<file path="config.mk">
export PLATFORM = sky130hd
export DESIGN_NAME = mult_seq_ctrl
export DESIGN_NICKNAME = d
export VERILOG_FILES = /design/src/rtl/mult_seq_pkg.sv /design/src/rtl/mult_seq_ctrl_addsub.sv /design/src/rtl/mult_seq_ctrl.sv
export SDC_FILE = /design/constraint.sdc
export NUM_CORES = 1
export LEC_CHECK = 0
export CAP_MARGIN = 20
export CORE_AREA = 2 2 96 89
export CTS_BUF_LIST = sky130_fd_sc_hd__clkbuf_8 sky130_fd_sc_hd__clkbuf_16
export DETAILED_ROUTE_END_ITERATION = 8
export DIE_AREA = 0 0 98 91
export PLACE_DENSITY = 0.83
export SLEW_MARGIN = 40
export SYNTH_ARGS = -nofsm -noshare
export SYNTH_HDL_FRONTEND = slang
export SYNTH_SLANG_ARGS = --single-unit
export TNS_END_PERCENT = 1
</file>
<file path="constraint.sdc">
create_clock -name clk -period 15.2 [get_ports clk]
set_clock_uncertainty 0.15 [all_clocks]
set_input_delay 2.28 -clock clk [delete_from_list [all_inputs] [get_ports clk]]
set_output_delay 2.28 -clock clk [all_outputs]
set_load 0.01 [all_outputs]
</file>
<file path="src/rtl/mult_seq_pkg.sv">
// Shared types for the multi-cycle add/sub/mul sequencer.
package mult_seq_pkg;

  // Default operand width; a multiply takes one shift-add iteration per bit.
  localparam int DATA_W    = 16;
  localparam int MUL_ITERS = DATA_W;

  typedef enum logic [1:0] {
    OP_ADD  = 2'b00,
    OP_SUB  = 2'b01,
    OP_MUL  = 2'b10,
    OP_RSVD = 2'b11
  } opcode_t;

  typedef enum logic [1:0] {
    S_IDLE = 2'b00,
    S_EXEC = 2'b01,
    S_DONE = 2'b10
  } state_t;

endpackage

</file>
<file path="src/rtl/mult_seq_ctrl_addsub.sv">
// Shared WIDTH-bit ripple add/sub datapath (mode=1 subtracts b from a).
module mult_seq_ctrl_addsub #(
  parameter int WIDTH = 16
) (
  input  logic [WIDTH-1:0] a,
  input  logic [WIDTH-1:0] b,
  input  logic             mode,
  output logic [WIDTH-1:0] sum,
  output logic             cout,
  output logic             ovf
);

  logic [WIDTH-1:0] bx;
  assign bx = b ^ {WIDTH{mode}};

  // Bit-serial carry ripple; subtract is a + ~b + 1 via carry-in = mode.
  always_comb begin
    logic c;
    logic c_msb_in;
    c        = mode;
    c_msb_in = 1'b0;
    sum      = '0;
    for (int i = 0; i < WIDTH; i++) begin
      if (i == WIDTH - 1) c_msb_in = c;
      sum[i] = a[i] ^ bx[i] ^ c;
      c      = (a[i] & bx[i]) | (c & (a[i] ^ bx[i]));
    end
    cout = c;
    ovf  = c ^ c_msb_in;
  end

endmodule

</file>
<file path="src/rtl/mult_seq_ctrl.sv">
// Multi-cycle ADD/SUB/MUL sequencer time-sharing one ripple add/sub datapath.
// MUL is WIDTH shift-add iterations over a {hi,lo} register pair.
// Optional macro ZERO_FLAG_EN adds a registered `zero` output (result == 0).
module mult_seq_ctrl
  import mult_seq_pkg::*;
#(
  parameter int WIDTH = MUL_ITERS,
  parameter int CNT_W = $clog2(WIDTH)
) (
  input  logic               clk,
  input  logic               reset,
  input  logic               start,
  input  logic [1:0]         opcode,
  input  logic [WIDTH-1:0]   inputA,
  input  logic [WIDTH-1:0]   inputB,
  output logic               ready,
  output logic               done,
  output logic [2*WIDTH-1:0] result,
  output logic               carry,
  output logic               overflow,
  output logic               err
`ifdef ZERO_FLAG_EN
  ,
  output logic               zero
`endif
);

  state_t             state, state_nxt;
  opcode_t            op_q;
  logic [WIDTH-1:0]   a_q, hi, lo;
  logic [CNT_W-1:0]   cnt;

  logic               is_mul, last, accept;
  logic [WIDTH-1:0]   add_a, add_b, add_s;
  logic               add_mode, add_c, add_v;
  logic [WIDTH-1:0]   mul_hi, mul_lo;
  logic [2*WIDTH-1:0] res_nxt;
  logic               carry_nxt, ovf_nxt, err_nxt;

  assign is_mul = (op_q == OP_MUL);
  assign accept = (state == S_IDLE) && start;
  // ADD/SUB/RSVD finish in one pass; MUL on its final iteration.
  assign last   = !is_mul || (cnt == CNT_W'(WIDTH - 1));

  // Adder steering: MUL accumulates hi + (lo[0] ? A : 0); otherwise A op B (B lives in lo).
  assign add_a    = is_mul ? hi : a_q;
  assign add_b    = is_mul ? (lo[0] ? a_q : '0) : lo;
  assign add_mode = is_mul ? 1'b0 : op_q[0];

  mult_seq_ctrl_addsub #(.WIDTH(WIDTH)) u_addsub (
    .a    (add_a),
    .b    (add_b),
    .mode (add_mode),
    .sum  (add_s),
    .cout (add_c),
    .ovf  (add_v)
  );

  assign mul_hi = {add_c, add_s[WIDTH-1:1]};
  assign mul_lo = {add_s[0], lo[WIDTH-1:1]};

  // Values loaded into the output registers on the edge entering DONE.
  always_comb begin
    res_nxt   = '0;
    carry_nxt = 1'b0;
    ovf_nxt   = 1'b0;
    err_nxt   = 1'b0;
    case (op_q)
      OP_ADD, OP_SUB: begin
        res_nxt   = {{WIDTH{1'b0}}, add_s};
        carry_nxt = add_c;
        ovf_nxt   = add_v;
      end
      OP_MUL: begin
        res_nxt = {mul_hi, mul_lo};
        ovf_nxt = |mul_hi;
      end
      default: err_nxt = 1'b1;
    endcase
  end

  // State register.
  always_ff @(posedge clk) begin
    if (reset) state <= S_IDLE;
    else       state <= state_nxt;
  end

  // Next-state and status decode.
  always_comb begin
    state_nxt = state;
    ready     = 1'b0;
    done      = 1'b0;
    case (state)
      S_IDLE: begin
        ready = 1'b1;
        if (start) state_nxt = S_EXEC;
      end
      S_EXEC:  if (last) state_nxt = S_DONE;
      S_DONE: begin
        done      = 1'b1;
        state_nxt = S_IDLE;
      end
      default: state_nxt = S_IDLE;
    endcase
  end

  // Operand latch, shift-add iteration and output registers.
  always_ff @(posedge clk) begin
    if (reset) begin
      op_q     <= OP_ADD;
      a_q      <= '0;
      hi       <= '0;
      lo       <= '0;
      cnt      <= '0;
      result   <= '0;
      carry    <= 1'b0;
      overflow <= 1'b0;
      err      <= 1'b0;
`ifdef ZERO_FLAG_EN
      zero     <= 1'b0;
`endif
    end else if (accept) begin
      op_q <= opcode_t'(opcode);
      a_q  <= inputA;
      lo   <= inputB;
      hi   <= '0;
      cnt  <= '0;
    end else if (state == S_EXEC) begin
      if (is_mul) begin
        hi  <= mul_hi;
        lo  <= mul_lo;
        cnt <= cnt + 1'b1;
      end
      if (last) begin
        result   <= res_nxt;
        carry    <= carry_nxt;
        overflow <= ovf_nxt;
        err      <= err_nxt;
`ifdef ZERO_FLAG_EN
        zero     <= (res_nxt == '0);
`endif
      end
    end
  end

endmodule

</file>
==> metrics.log, run 1 <==
[metrics] max capacitance violation total: 0
[metrics] IO Pins: 74
[metrics] Worst VDD drop: just over 0.06 mV
[metrics] cell count of the worst hold path: 2
[metrics] sequential-to-total area share from yosys stat: 41.1%
[metrics] arrival time of data at the critical path endpoint: between 8000 and 9000 ps
[metrics] CP startpoint: op_q[0]
[metrics] # Post-CTS Setup Buffers: 0
[metrics] met2 Resource Use GR: 41.6%
[metrics] area of combinational cells with multiple inputs: 2380 um2
[metrics] CTS H-Tree Depth: 3
[metrics] Core Region: 7870 um2
[metrics] nets: 600
[metrics] dpl cell area: 5110 um2
[metrics] Rows: 31
[metrics] class of the tightest hold or removal check: reg2reg
[metrics] met1 usage: 36.1%
[metrics] number of hold violations in the final report: 0
[metrics] pin count of the biggest net entering global routing: 73
[metrics] start of the worst register-to-register path: op_q[0]
[metrics] leakage dissipation: around 1.9 nW
[metrics] final-report max-slew violation count: 0
[metrics] startpoint type of the worst setup path: register
[metrics] Worst R2R Setup Slack: 6720 ps
[metrics] RSZ-0062 raised after global routing: no
[metrics] clock-pin slew reported for the worst setup and hold paths after clock tree synthesis: 80 ps
[metrics] Avg Cell Area, Syn: 8.84 um2
[metrics] endpoint of the lowest-slack register-to-register path: overflow
[metrics] required arrival time at the worst endpoint: roughly 15000 ps
[metrics] routed wire length per instance: roughly 18 um
[metrics] DRC errors left: 0
[metrics] most frequent cells after synthesis: 91 x sky130_fd_sc_hd__dfxtp_1, 80 x sky130_fd_sc_hd__nor2_1, 62 x sky130_fd_sc_hd__nand2_1
[metrics] maximum root-to-sink buffer count: 2
[metrics] post-route clock period utilization: 55.8%
[metrics] GP Congestion: 0.926
[metrics] status: completed
[metrics] number of gates resized after CTS: 0
[metrics] Storage cell area: roughly 1800 um2
[metrics] share of flip-flops with an asynchronous set or reset: 0%
[metrics] first-pass iteration count of the detailed router: 5
[metrics] overall die height: 91 um
[metrics] maximum clock frequency: approximately 120 MHz
[metrics] Top Usage Layer GRT: met2
[metrics] most frequently used cell type in the post-synthesis netlist: sky130_fd_sc_hd__dfxtp_1
[metrics] leading area contributor after synthesis: sky130_fd_sc_hd__dfxtp_1
[metrics] CTS tree: yes
[metrics] Via Count: 3903
[metrics] clk sink count: 91
[metrics] CP Class: reg2reg
[metrics] number of global-route vias before repair: 3690
[metrics] number of synthesized flops with an enable pin: 0
[metrics] min Tclk post-route: 8480 ps
[metrics] relative slew slack: between 40% and 50%
[metrics] share of cells above drive strength 1: under 10%
[metrics] Syn Std Cell Area: 4430 um2
[metrics] number of synthesis warnings: 0
[metrics] Setup violations, final: 0
[metrics] global route overflow: 0
[metrics] wire length of the first global-routing pass: 18.8 mm
[metrics] logic depth of the worst register-to-register path: 23
[metrics] actual slew at the worst max-slew pin: 782 ps
[metrics] Mapped Cells: 501
[metrics] ratio of routed vias to standard cells: 6.00
[metrics] Die Area: 8920 um2
[metrics] power density relative to cell area: 106 nW/um2
[metrics] number of buffers inserted by hold repair at cts: 0
[metrics] ranking of synthesized cells by area: sky130_fd_sc_hd__dfxtp_1 41%, sky130_fd_sc_hd__fa_1 6.8%, sky130_fd_sc_hd__mux2i_1 6.8%, sky130_fd_sc_hd__nor2_1 6.8%, sky130_fd_sc_hd__a211oi_1 5.3%
[metrics] HPWL after DPL: 8.24 mm
[metrics] total nets after synthesis: 554
[metrics] Filler Cell Count: 670
[metrics] remaining antenna violation count after routing: 0
[metrics] Distinct cells, synth: 43
[metrics] Critical Path End: overflow
[metrics] number of synthesized register bits: between 90 and 100
[metrics] CTS Buf Count: 9
[metrics] I/O Buffers: 73
[metrics] initial drt markers: 252
[metrics] summed negative setup slack over all endpoints: 0 ps
[metrics] global routing met3 resource utilization: between 5 and 6%
[metrics] antenna fix cells: 0
[metrics] final non-filler cell area: 5320 um2
[metrics] die width: 98 um
[metrics] initial standard-cell utilization of the core: 56.3%
[metrics] number of antenna violations at the first check in global routing: 0
[metrics] area growth from synthesis to layout: 20.2%
[metrics] share of Yosys cell area claimed by the top area cell type: 41.1%
[metrics] clock network latency to the later pin of the worst-skew pair: 360 ps
[metrics] Routed WL: 11.5 mm
[metrics] Max Fanout on Critical Path: 52
[metrics] Tot GR Track Use: 26.4%
[metrics] Critical Path Sink Type: register
[metrics] CTS root buffer: sky130_fd_sc_hd__clkbuf_8
[metrics] dominant register cell in the synthesized netlist: sky130_fd_sc_hd__dfxtp_1
[metrics by stage]
step                std cells  utilization [%]  hold slack [ps]  worst slack [ps]  total power, mW
floorplan                 501                -              299              7500            0.346
global placement          635             64.9              296              6730            0.390
detailed placement        635             64.9              317              6570            0.393
CTS                       651             67.5              329              6500            0.563
global route              651             67.6              361              6430            0.588
finish                    651             67.6              319              6720            0.564
[state kept, by name, summed over array words and instances (netlist names)]
register,cells
result,32
a_q,16
hi,16
lo,16
cnt,4
op_q,2
state,2
carry,1
err,1
overflow,1
[layer usage]
metal  vias up  routed length [um]
met5         -                   0
li1       1853                   -
met3        31                 688
met1      1863                5030
met2       156                5510
met4         0                 306
[area by class of cell]
cell class / instances / share of cell area (%)
timing repair buffer: 78 / 14.3
inverter: 7 / 0.494
clock inverter: 7 / 1.60
multi-input combinational: 360 / 44.7
sequential: 91 / 34.2
clock buffer: 9 / 2.33
tap: 99 / 2.33
[critical path, stage by stage (launching register included)]
cell and delay, ps:
sky130_fd_sc_hd__dfxtp_1 310, sky130_fd_sc_hd__buf_4 410, sky130_fd_sc_hd__nand2b_2 530, sky130_fd_sc_hd__mux2i_1 180, sky130_fd_sc_hd__fa_1 450, sky130_fd_sc_hd__fa_1 390
sky130_fd_sc_hd__fa_1 400, sky130_fd_sc_hd__fa_1 390, sky130_fd_sc_hd__fa_1 390, sky130_fd_sc_hd__fa_1 390, sky130_fd_sc_hd__fa_1 390, sky130_fd_sc_hd__fa_1 390
sky130_fd_sc_hd__fa_1 390, sky130_fd_sc_hd__fa_1 390, sky130_fd_sc_hd__fa_1 400, sky130_fd_sc_hd__fa_1 430, sky130_fd_sc_hd__fa_1 390, sky130_fd_sc_hd__inv_1 80
sky130_fd_sc_hd__fa_1 220, sky130_fd_sc_hd__inv_1 80, sky130_fd_sc_hd__fa_1 570, sky130_fd_sc_hd__nand4_1 110, sky130_fd_sc_hd__o41ai_1 360, sky130_fd_sc_hd__a311oi_1 140
[cell families after synthesis]
family	Yosys count	share of synthesized area, %
AO/OA/AOI/OAI	123	20.1
XOR/XNOR	6	1.19
adder cells (fa/ha/maj)	16	7.06
buffers and inverters	50	5.34
flip-flops	91	41.1
multiplexers	31	7.03
AND/OR/NAND/NOR	184	18.1
[where the power goes]
group	leakage (nW)	internal (mW)	switching, mW
combinational	1.06	0.0574	0.0694
sequential	0.742	0.250	0.0133
clock	0.112	0.0909	0.0834
total	1.92	0.398	0.166
[cells in the final DEF (no fill, tap or decap), drive strengths merged, types with 14 or more instances in the layout]
cell type / count
fa: 15
clkdlybuf4s50: 72
a21oi: 24
dfxtp: 91
nor3: 16
nor2: 88
a221oi: 14
o22ai: 16
mux2i: 30
nand2: 62
a2bb2oi: 16
a211oi: 31
[worst min path at each step]
stage / from / to / slack (ps)
after floorplan: a_q[10] / a_q[10] / 300
after global placement: result[0] / result[0] / 300
after detailed placement: result[0] / result[0] / 320
after CTS: result[0] / result[0] / 330
after global routing: result[0] / result[0] / 360
final: result[0] / result[0] / 320
(Power assumes the default switching activity.)
==> inputs of run 2 (changes only) <==
--- a/config.mk
+++ b/config.mk
@@ -6,11 +6,11 @@
 export NUM_CORES = 1
 export LEC_CHECK = 0
 export CAP_MARGIN = 20
-export CORE_AREA = 2 2 96 89
+export CORE_AREA = 2 2 105 97
 export CTS_BUF_LIST = sky130_fd_sc_hd__clkbuf_8 sky130_fd_sc_hd__clkbuf_16
 export DETAILED_ROUTE_END_ITERATION = 8
-export DIE_AREA = 0 0 98 91
-export PLACE_DENSITY = 0.83
+export DIE_AREA = 0 0 107 99
+export PLACE_DENSITY = 0.73
 export SLEW_MARGIN = 40
 export SYNTH_ARGS = -nofsm -noshare
 export SYNTH_HDL_FRONTEND = slang
==> constraint.sdc (replaced) <==
create_clock -name clk -period 7.51 [get_ports clk]
set_clock_uncertainty 0.15 [all_clocks]
set_input_delay 1.1265 -clock clk [delete_from_list [all_inputs] [get_ports clk]]
set_output_delay 1.1265 -clock clk [all_outputs]
set_load 0.01 [all_outputs]
==> run 2 against run 1 <==
Effect of this change: die area up 19%; routed wire length down 0.33%; worst hold slack worse by 3.4 ps; global-route usage down 4.0 points; power up 96%; cell area up 2.0%; register-to-register slack worse by 6600 ps; utilization down 10 points; clock power up 76%; final cell count up 5.7%; non-clock buffer count up 10; sequential power up 100%; largest cell class unchanged; largest power group unchanged.
==> metrics.log, run 2 (synthesized netlist as in run 1, its figures left out) <==
[metrics] overall die height: 99 um (was 91 um)
[metrics] status: completed (unchanged)
[metrics] CP Class: reg2reg (unchanged)
[metrics] Core Region: 9490 um2 (was 7870 um2)
[metrics] actual slew at the worst max-slew pin: 784 ps (was 782 ps)
[metrics] remaining antenna violation count after routing: 0 (unchanged)
[metrics] post-route clock period utilization: 98.5% (was 55.8%)
[metrics] dpl cell area: 5220 um2 (was 5110 um2)
[metrics] arrival time of data at the critical path endpoint: 7460 ps (was 8540 ps)
[metrics] Fin Hold WS: 316 ps (was 319 ps)
[metrics] Tot GR Track Use: 22.5% (was 26.4%)
[metrics] maximum root-to-sink buffer count: 2 (unchanged)
[metrics] clock-pin slew reported for the worst setup and hold paths after clock tree synthesis: 90 ps (was 80 ps)
[metrics] die width: 107 um (was 98 um)
[metrics] IO Pins: 74 (unchanged)
[metrics] Die Area: 10600 um2 (was 8920 um2)
[metrics] Max Fanout on Critical Path: 5 (was 52)
[metrics] relative slew slack: 47.5% (was 47.6%)
[metrics] HPWL after DPL: 8.48 mm (was 8.24 mm)
[metrics] leading cell types in the layout, fill and taps excluded: 90 x sky130_fd_sc_hd__dfxtp_1, 79 x sky130_fd_sc_hd__nor2_1, 72 x sky130_fd_sc_hd__clkdlybuf4s50_1 (was 91 x sky130_fd_sc_hd__dfxtp_1, 79 x sky130_fd_sc_hd__nor2_1, 72 x sky130_fd_sc_hd__clkdlybuf4s50_1)
[metrics] leakage dissipation: 1.94 nW (was 1.92 nW)
[metrics] internal power consumption: 0.761 mW (was 0.398 mW)
[metrics] number of hold violations in the final report: 0 (unchanged)
[metrics] number of buffers inserted by hold repair at cts: 0 (unchanged)
[metrics] number of buffers and inverters on the critical path: 4 (was 3)
[metrics] initial drt markers: 216 (was 252)
[metrics] clock network latency to the later pin of the worst-skew pair: 370 ps (was 360 ps)
[metrics] number of antenna violations at the first check in global routing: 0 (unchanged)
[metrics] DRC errors left: 0 (unchanged)
[metrics] combinational cell fraction of total power: 24.3% (was 22.5%)
[metrics] startpoint type of the worst setup path: register (unchanged)
[metrics] maximum clock frequency: 135 MHz (was 118 MHz)
[metrics] CP startpoint: op_q[1] (was op_q[0])
[metrics] share of cells above drive strength 1: 10.7% (was 7.07%)
[metrics] class of the tightest hold or removal check: reg2reg (unchanged)
[metrics] start of the worst register-to-register path: op_q[1] (was op_q[0])
[metrics] share of total power in the clock network: 27.6% (was 30.9%)
[metrics] GP Congestion: 0.942 (was 0.926)
[metrics] min Tclk post-route: 7390 ps (was 8480 ps)
[metrics] power density relative to cell area: 204 nW/um2 (was 106 nW/um2)
[metrics] power dissipated by switching net loads: 0.346 mW (was 0.166 mW)
[metrics] CTS Buf Count: 9 (unchanged)
[metrics] nets: 610 (was 600)
[metrics] Sequential Power Share: 48.1% (was 46.7%)
[metrics] area growth from synthesis to layout: 22.6% (was 20.2%)
[metrics] pin count of the biggest net entering global routing: 73 (unchanged)
[metrics] clk sink count: 91 (unchanged)
[metrics] area of combinational cells with multiple inputs: 2400 um2 (was 2380 um2)
[metrics] I/O Buffers: 73 (unchanged)
[metrics] flip-flop count of the largest register, all copies and words added: 32 (unchanged)
[metrics] final-report max-slew violation count: 0 (unchanged)
[metrics] final non-filler cell area: 5430 um2 (was 5320 um2)
[metrics] Util after Layout: 57.3% (was 67.6%)
[metrics] first-pass iteration count of the detailed router: 5 (unchanged)
[metrics] Hold Startpoint: result[0] (unchanged)
[metrics] ratio of routed vias to standard cells: 5.53 (was 6.00)
[metrics] wire length of the first global-routing pass: 18.5 mm (was 18.8 mm)
[metrics] Storage cell area: 1820 um2 (about the same)
[metrics] antenna fix cells: 0 (unchanged)
[metrics] Via Count: 3803 (was 3903)
[metrics] Worst path most repeated cell: sky130_fd_sc_hd__fa_2 (was sky130_fd_sc_hd__fa_1)
[metrics] initial standard-cell utilization of the core: 46.7% (was 56.3%)
[metrics] Rows: 34 (was 31)
[metrics] Routed WL: 11.5 mm (about the same)
[metrics] RSZ-0062 raised after global routing: no (unchanged)
[metrics] CTS root buffer: sky130_fd_sc_hd__clkbuf_8 (unchanged)
[metrics] Worst VDD drop: 0.115 mV (was 0.0606 mV)
[metrics] standard cell with the maximum stage delay on the critical path: sky130_fd_sc_hd__fa_1 (unchanged)
[metrics] required arrival time at the worst endpoint: 7580 ps (was 15260 ps)
[metrics] Reg with most FFs: result (unchanged)
[metrics] cell class contributing the biggest share of worst-path delay: adder cells (unchanged)
[metrics] CTS H-Tree Depth: 3 (unchanged)
[metrics] switching power as a share of total power: 31.3% (was 29.4%)
[metrics] Filler Cell Count: 872 (was 670)
[metrics] leading cell type in the layout, fill and taps excluded: sky130_fd_sc_hd__dfxtp_1 (unchanged)
[metrics] summed negative setup slack over all endpoints: 0 ps (unchanged)
[metrics] Setup violations, final: 0 (unchanged)
[metrics] routed wire length per instance: 16.7 um (was 17.7 um)
[metrics] biggest cell delay along the critical path: 520 ps (was 570 ps)
[metrics] max capacitance violation total: 0 (unchanged)
[metrics] number of global-route vias before repair: 3627 (was 3690)
[metrics] Critical Path Sink Type: register (unchanged)
[metrics] global route overflow: 0 (unchanged)
[metrics] CTS tree: yes (unchanged)
-- run 2: changes by cell type in the layout (fill, tap and decap cells not counted), moves of 2 or more --
cell,change
sky130_fd_sc_hd__buf_4,+9
sky130_fd_sc_hd__fa_1,-8
sky130_fd_sc_hd__fa_2,+8
sky130_fd_sc_hd__bufinv_16,-2
sky130_fd_sc_hd__clkinvlp_4,+2
sky130_fd_sc_hd__inv_1,-2
-- run 2: power by group through the flow --
stage	clock network (mW)	logic, mW	registers (mW)
2_1_floorplan	0	0.166	0.536
3_3_place_gp	0	0.256	0.542
3_5_place_dp	0	0.261	0.543
4_1_cts	0.310	0.265	0.532
5_1_grt	0.331	0.291	0.535
6_report	0.306	0.269	0.532
-- run 2: final timing paths --
path | end | slack (ps) | depth (start not counted)
worst max-delay path | result[15] | 120 | 25
worst min-delay path | result[0] | 320 | 2
worst max register to register | result[15] | 120 | 25
worst min register to register | result[0] | 320 | 2
-- run 2: through the flow --
stage	cells	total power [mW]	setup slack, ps
after floorplan	501	0.703	2.70
after global placement	671	0.798	118
final	688	1.11	115
after detailed placement	671	0.804	-134
after CTS	687	1.11	15.5
after global routing	688	1.16	7.35
-- run 2: layout make-up --
cell class                      instances  share of cell area (%)
Timing Repair Buffer                   88                    15.5
Multi-Input combinational cell        360                    44.3
Inverter                                7                   0.484
Sequential cell                        91                    33.6
Tap cell                              126                    2.90
Clock inverter                          6                   0.760
Clock buffer                           10                    2.53
-- run 2: tightest hold or removal path, stage by stage (launching register included) --
cell                      delay, ps
sky130_fd_sc_hd__dfxtp_1        320
sky130_fd_sc_hd__nand2_1         50
sky130_fd_sc_hd__a21oi_1         50
-- run 2: metal layers --
metal | track usage, % | vias to the layer above | share of wire, %
met2 | 36.7 | 127 | 49
met1 | 29.8 | 1782 | 44
li1 | - | 1873 | -
met3 | 4.30 | 21 | 5.9
met5 | 0 | - | 0
met4 | 7.79 | 0 | 2.0
-- run 2: repair_timing --
item,CTS,global route
buffers inserted,0,1
resized for setup,5,4
endpoints found under the setup margin,4,5
endpoints found under the hold margin,0,0
==> inputs of run 3 (changes only) <==
--- a/config.mk
+++ b/config.mk
@@ -6,11 +6,12 @@
 export NUM_CORES = 1
 export LEC_CHECK = 0
 export CAP_MARGIN = 20
-export CORE_AREA = 2 2 105 97
-export CTS_BUF_LIST = sky130_fd_sc_hd__clkbuf_8 sky130_fd_sc_hd__clkbuf_16
+export CORE_AREA = 2 2 103 95
+export CTS_BUF_LIST = sky130_fd_sc_hd__clkbuf_2
 export DETAILED_ROUTE_END_ITERATION = 8
-export DIE_AREA = 0 0 107 99
-export PLACE_DENSITY = 0.73
+export DIE_AREA = 0 0 105 97
+export PLACE_DENSITY = 0.76
+export REMOVE_ABC_BUFFERS = 1
 export SLEW_MARGIN = 40
 export SYNTH_ARGS = -nofsm -noshare
 export SYNTH_HDL_FRONTEND = slang
==> run 3 against run 2 <==
Effect of this change: fmax up 1.3%; critical path depth down 1; cell area about the same; highest routed layer unchanged.
==> metrics.log, run 3 (synthesized netlist as in run 1, its figures left out) <==
[metrics] status: completed (unchanged)
[metrics] max capacitance violation total: 0 (unchanged)
[metrics] final-report max-slew violation count: 0 (unchanged)
[metrics] number of hold violations in the final report: 0 (unchanged)
[metrics] Fin Hold WS: 332 ps (was 316 ps)
[metrics] CTS Buf Count: 9 (unchanged)
[metrics] Critical Path Sink Type: register (unchanged)
[metrics] clk sink count: 91 (unchanged)
[metrics] DRC errors left: 0 (unchanged)
[metrics] number of buffers inserted by hold repair at cts: 0 (unchanged)
[metrics] power density relative to cell area: 203 nW/um2 (was 204 nW/um2)
[metrics] CP Class: reg2reg (unchanged)
[metrics] Die Area: 10200 um2 (was 10600 um2)
[metrics] arrival time of data at the critical path endpoint: 7610 ps (was 7460 ps)
[metrics] initial drt markers: 297 (was 216)
[metrics] CTS H-Tree Depth: 3 (unchanged)
[metrics] leading cell type in the layout, fill and taps excluded: sky130_fd_sc_hd__dfxtp_1 (unchanged)
[metrics] Worst VDD drop: 0.0825 mV (was 0.115 mV)
[metrics] min Tclk post-route: 7300 ps (was 7390 ps)
[metrics] dpl cell area: 5240 um2 (was 5220 um2)
[metrics] standard cell with the maximum stage delay on the critical path: sky130_fd_sc_hd__fa_1 (unchanged)
[metrics] pin count of the biggest net entering global routing: 73 (unchanged)
[metrics] Placed Instances: 670 (was 671)
[metrics] flip-flop count of the largest register, all copies and words added: 32 (unchanged)
[metrics] clock network latency to the later pin of the worst-skew pair: 560 ps (was 370 ps)
[metrics] Via Count: 3887 (was 3803)
[metrics] first-pass iteration count of the detailed router: 5 (unchanged)
[metrics] clock-pin slew reported for the worst setup and hold paths after clock tree synthesis: 250 ps (was 90 ps)
[metrics] die width: 105 um (was 107 um)
[metrics] maximum clock frequency: 137 MHz (was 135 MHz)
[metrics] remaining antenna violation count after routing: 0 (unchanged)
[metrics] Core Region: 9000 um2 (was 9490 um2)
[metrics] CTS root buffer: sky130_fd_sc_hd__clkbuf_2 (was sky130_fd_sc_hd__clkbuf_8)
[metrics] maximum root-to-sink buffer count: 2 (unchanged)
[metrics] post-route worst setup slack: 207 ps (was 115 ps)
[metrics] wire length of the first global-routing pass: 18.1 mm (was 18.5 mm)
[metrics] routed wire length per instance: 16.1 um (was 16.7 um)
[metrics] Rows: 33 (was 34)
[metrics] Routed WL: 11.1 mm (was 11.5 mm)
[metrics] total power draw: 1.10 mW (was 1.11 mW)
[metrics] leakage dissipation: 1.97 nW (was 1.94 nW)
[metrics] global route overflow: 0 (unchanged)
[metrics] required arrival time at the worst endpoint: 7810 ps (was 7580 ps)
[metrics] ratio of routed vias to standard cells: 5.65 (was 5.53)
[metrics] I/O Buffers: 73 (unchanged)
[metrics] initial standard-cell utilization of the core: 49.2% (was 46.7%)
[metrics] GP Congestion: 0.849 (was 0.942)
[metrics] Tot GR Track Use: 22.2% (was 22.5%)
[metrics] CTS tree: yes (unchanged)
[metrics] Max Fanout on Critical Path: 4 (was 5)
[metrics] Worst path most repeated cell: sky130_fd_sc_hd__fa_2 (unchanged)
[metrics] leading cell types in the layout, fill and taps excluded: 89 x sky130_fd_sc_hd__dfxtp_1, 79 x sky130_fd_sc_hd__nor2_1, 72 x sky130_fd_sc_hd__clkdlybuf4s50_1 (was 90 x sky130_fd_sc_hd__dfxtp_1, 79 x sky130_fd_sc_hd__nor2_1, 72 x sky130_fd_sc_hd__clkdlybuf4s50_1)
[metrics] share of cells above drive strength 1: 11.3% (was 10.7%)
[metrics] biggest cell delay along the critical path: 500 ps (was 520 ps)
[metrics] relative slew slack: 48.4% (was 47.5%)
[metrics] class of the tightest hold or removal check: reg2reg (unchanged)
[metrics] final non-filler cell area: 5440 um2 (was 5430 um2)
[metrics] HPWL after DPL: 7.46 mm (was 8.48 mm)
[metrics] area growth from synthesis to layout: 22.7% (was 22.6%)
[metrics] Setup violations, final: 0 (unchanged)
[metrics] Reg with most FFs: result (unchanged)
[metrics] actual slew at the worst max-slew pin: 774 ps (was 784 ps)
[metrics] non-filler instance count after layout: 688 (unchanged)
[metrics] IO Pins: 74 (unchanged)
[metrics] startpoint type of the worst setup path: register (unchanged)
[metrics] worst setup timing slack at the placement stage: -160 ps (was -134 ps)
[metrics] overall die height: 97 um (was 99 um)
[metrics] post-route clock period utilization: 97.2% (was 98.5%)
[metrics] list of cells traversed by the critical path: inv_2, nor2_2, a221oi_1, a21o_1, fa_1, fa_2, fa_1, fa_1, fa_2, fa_2, fa_2, fa_1, fa_2, fa_2, fa_2, fa_1, fa_1, inv_1, fa_2, inv_1, fa_1, nand4_1, o41ai_2, a311oi_1
[metrics] number of antenna violations at the first check in global routing: 1 (was 0)
[metrics] nets: 613 (was 610)
[metrics] number of global-route vias before repair: 3566 (was 3627)
[metrics] Filler Cell Count: 816 (was 872)
==> run 3: layout make-up <==
class                      instances  area [um2]  area share (%)
tap                              122         153            2.81
antenna                            1        2.50          0.0460
sequential                        91        1820            33.5
clock inverter                     6         104            1.91
multi-input combinational        360        2420            44.5
timing repair buffer              91         861            15.8
clock buffer                      10        50.0           0.920
inverter                           7        26.3           0.483
==> run 3: power by group <==
| group | total [mW] | switching [mW] | internal, mW |
|---|---|---|---|
| clock | 0.309 | 0.166 | 0.143 |
| combinational | 0.264 | 0.139 | 0.125 |
| sequential | 0.531 | 0.0225 | 0.508 |
| total | 1.10 | 0.328 | 0.776 |
==> run 3: per-layer routing <==
| layer | global-route usage [%] | wire length [um] | vias to the layer above |
|---|---|---|---|
| met5 | 0 | 0 | - |
| met4 | 6.67 | 149 | 0 |
| met3 | 4.04 | 642 | 13 |
| met2 | 34.7 | 5120 | 149 |
| met1 | 31.4 | 5190 | 1832 |
| li1 | - | - | 1893 |
==> run 3: path summary, 6_finish.rpt <==
check / start / endpoint / slack, ps / cells past startpoint
setup / recovery: op_q[1] / overflow / 210 / 24
hold / removal: result[0] / result[0] / 330 / 2
setup reg to reg: op_q[1] / overflow / 210 / 24
hold reg to reg: result[0] / result[0] / 330 / 2
==> run 3: repair_timing <==
| action | in CTS | in global routing |
|---|---|---|
| gates resized for setup | 6 | 7 |
| pin swaps | 0 | 1 |
| endpoints found under the setup margin | 3 | 6 |
| cloned | 0 | 0 |
| setup buffers | 0 | 1 |
==> run 3: critical path, delay by kind of cell, from the launching register on <==
kind            cells  cell delay, ps
fa+ha+maj          15            5570
compound gates      4             630
flops               1             400
simple gates        2             230
buf+inv             3             200
==> run 3: metrics by stage <==
step / utilization, % / TNS (ps)
final: 60.4 / 0
after global routing: 60.4 / -22.1
after CTS: 60.1 / 0
after detailed placement: 58.2 / -179
after global placement: 58.1 / 0
after floorplan: - / -8090
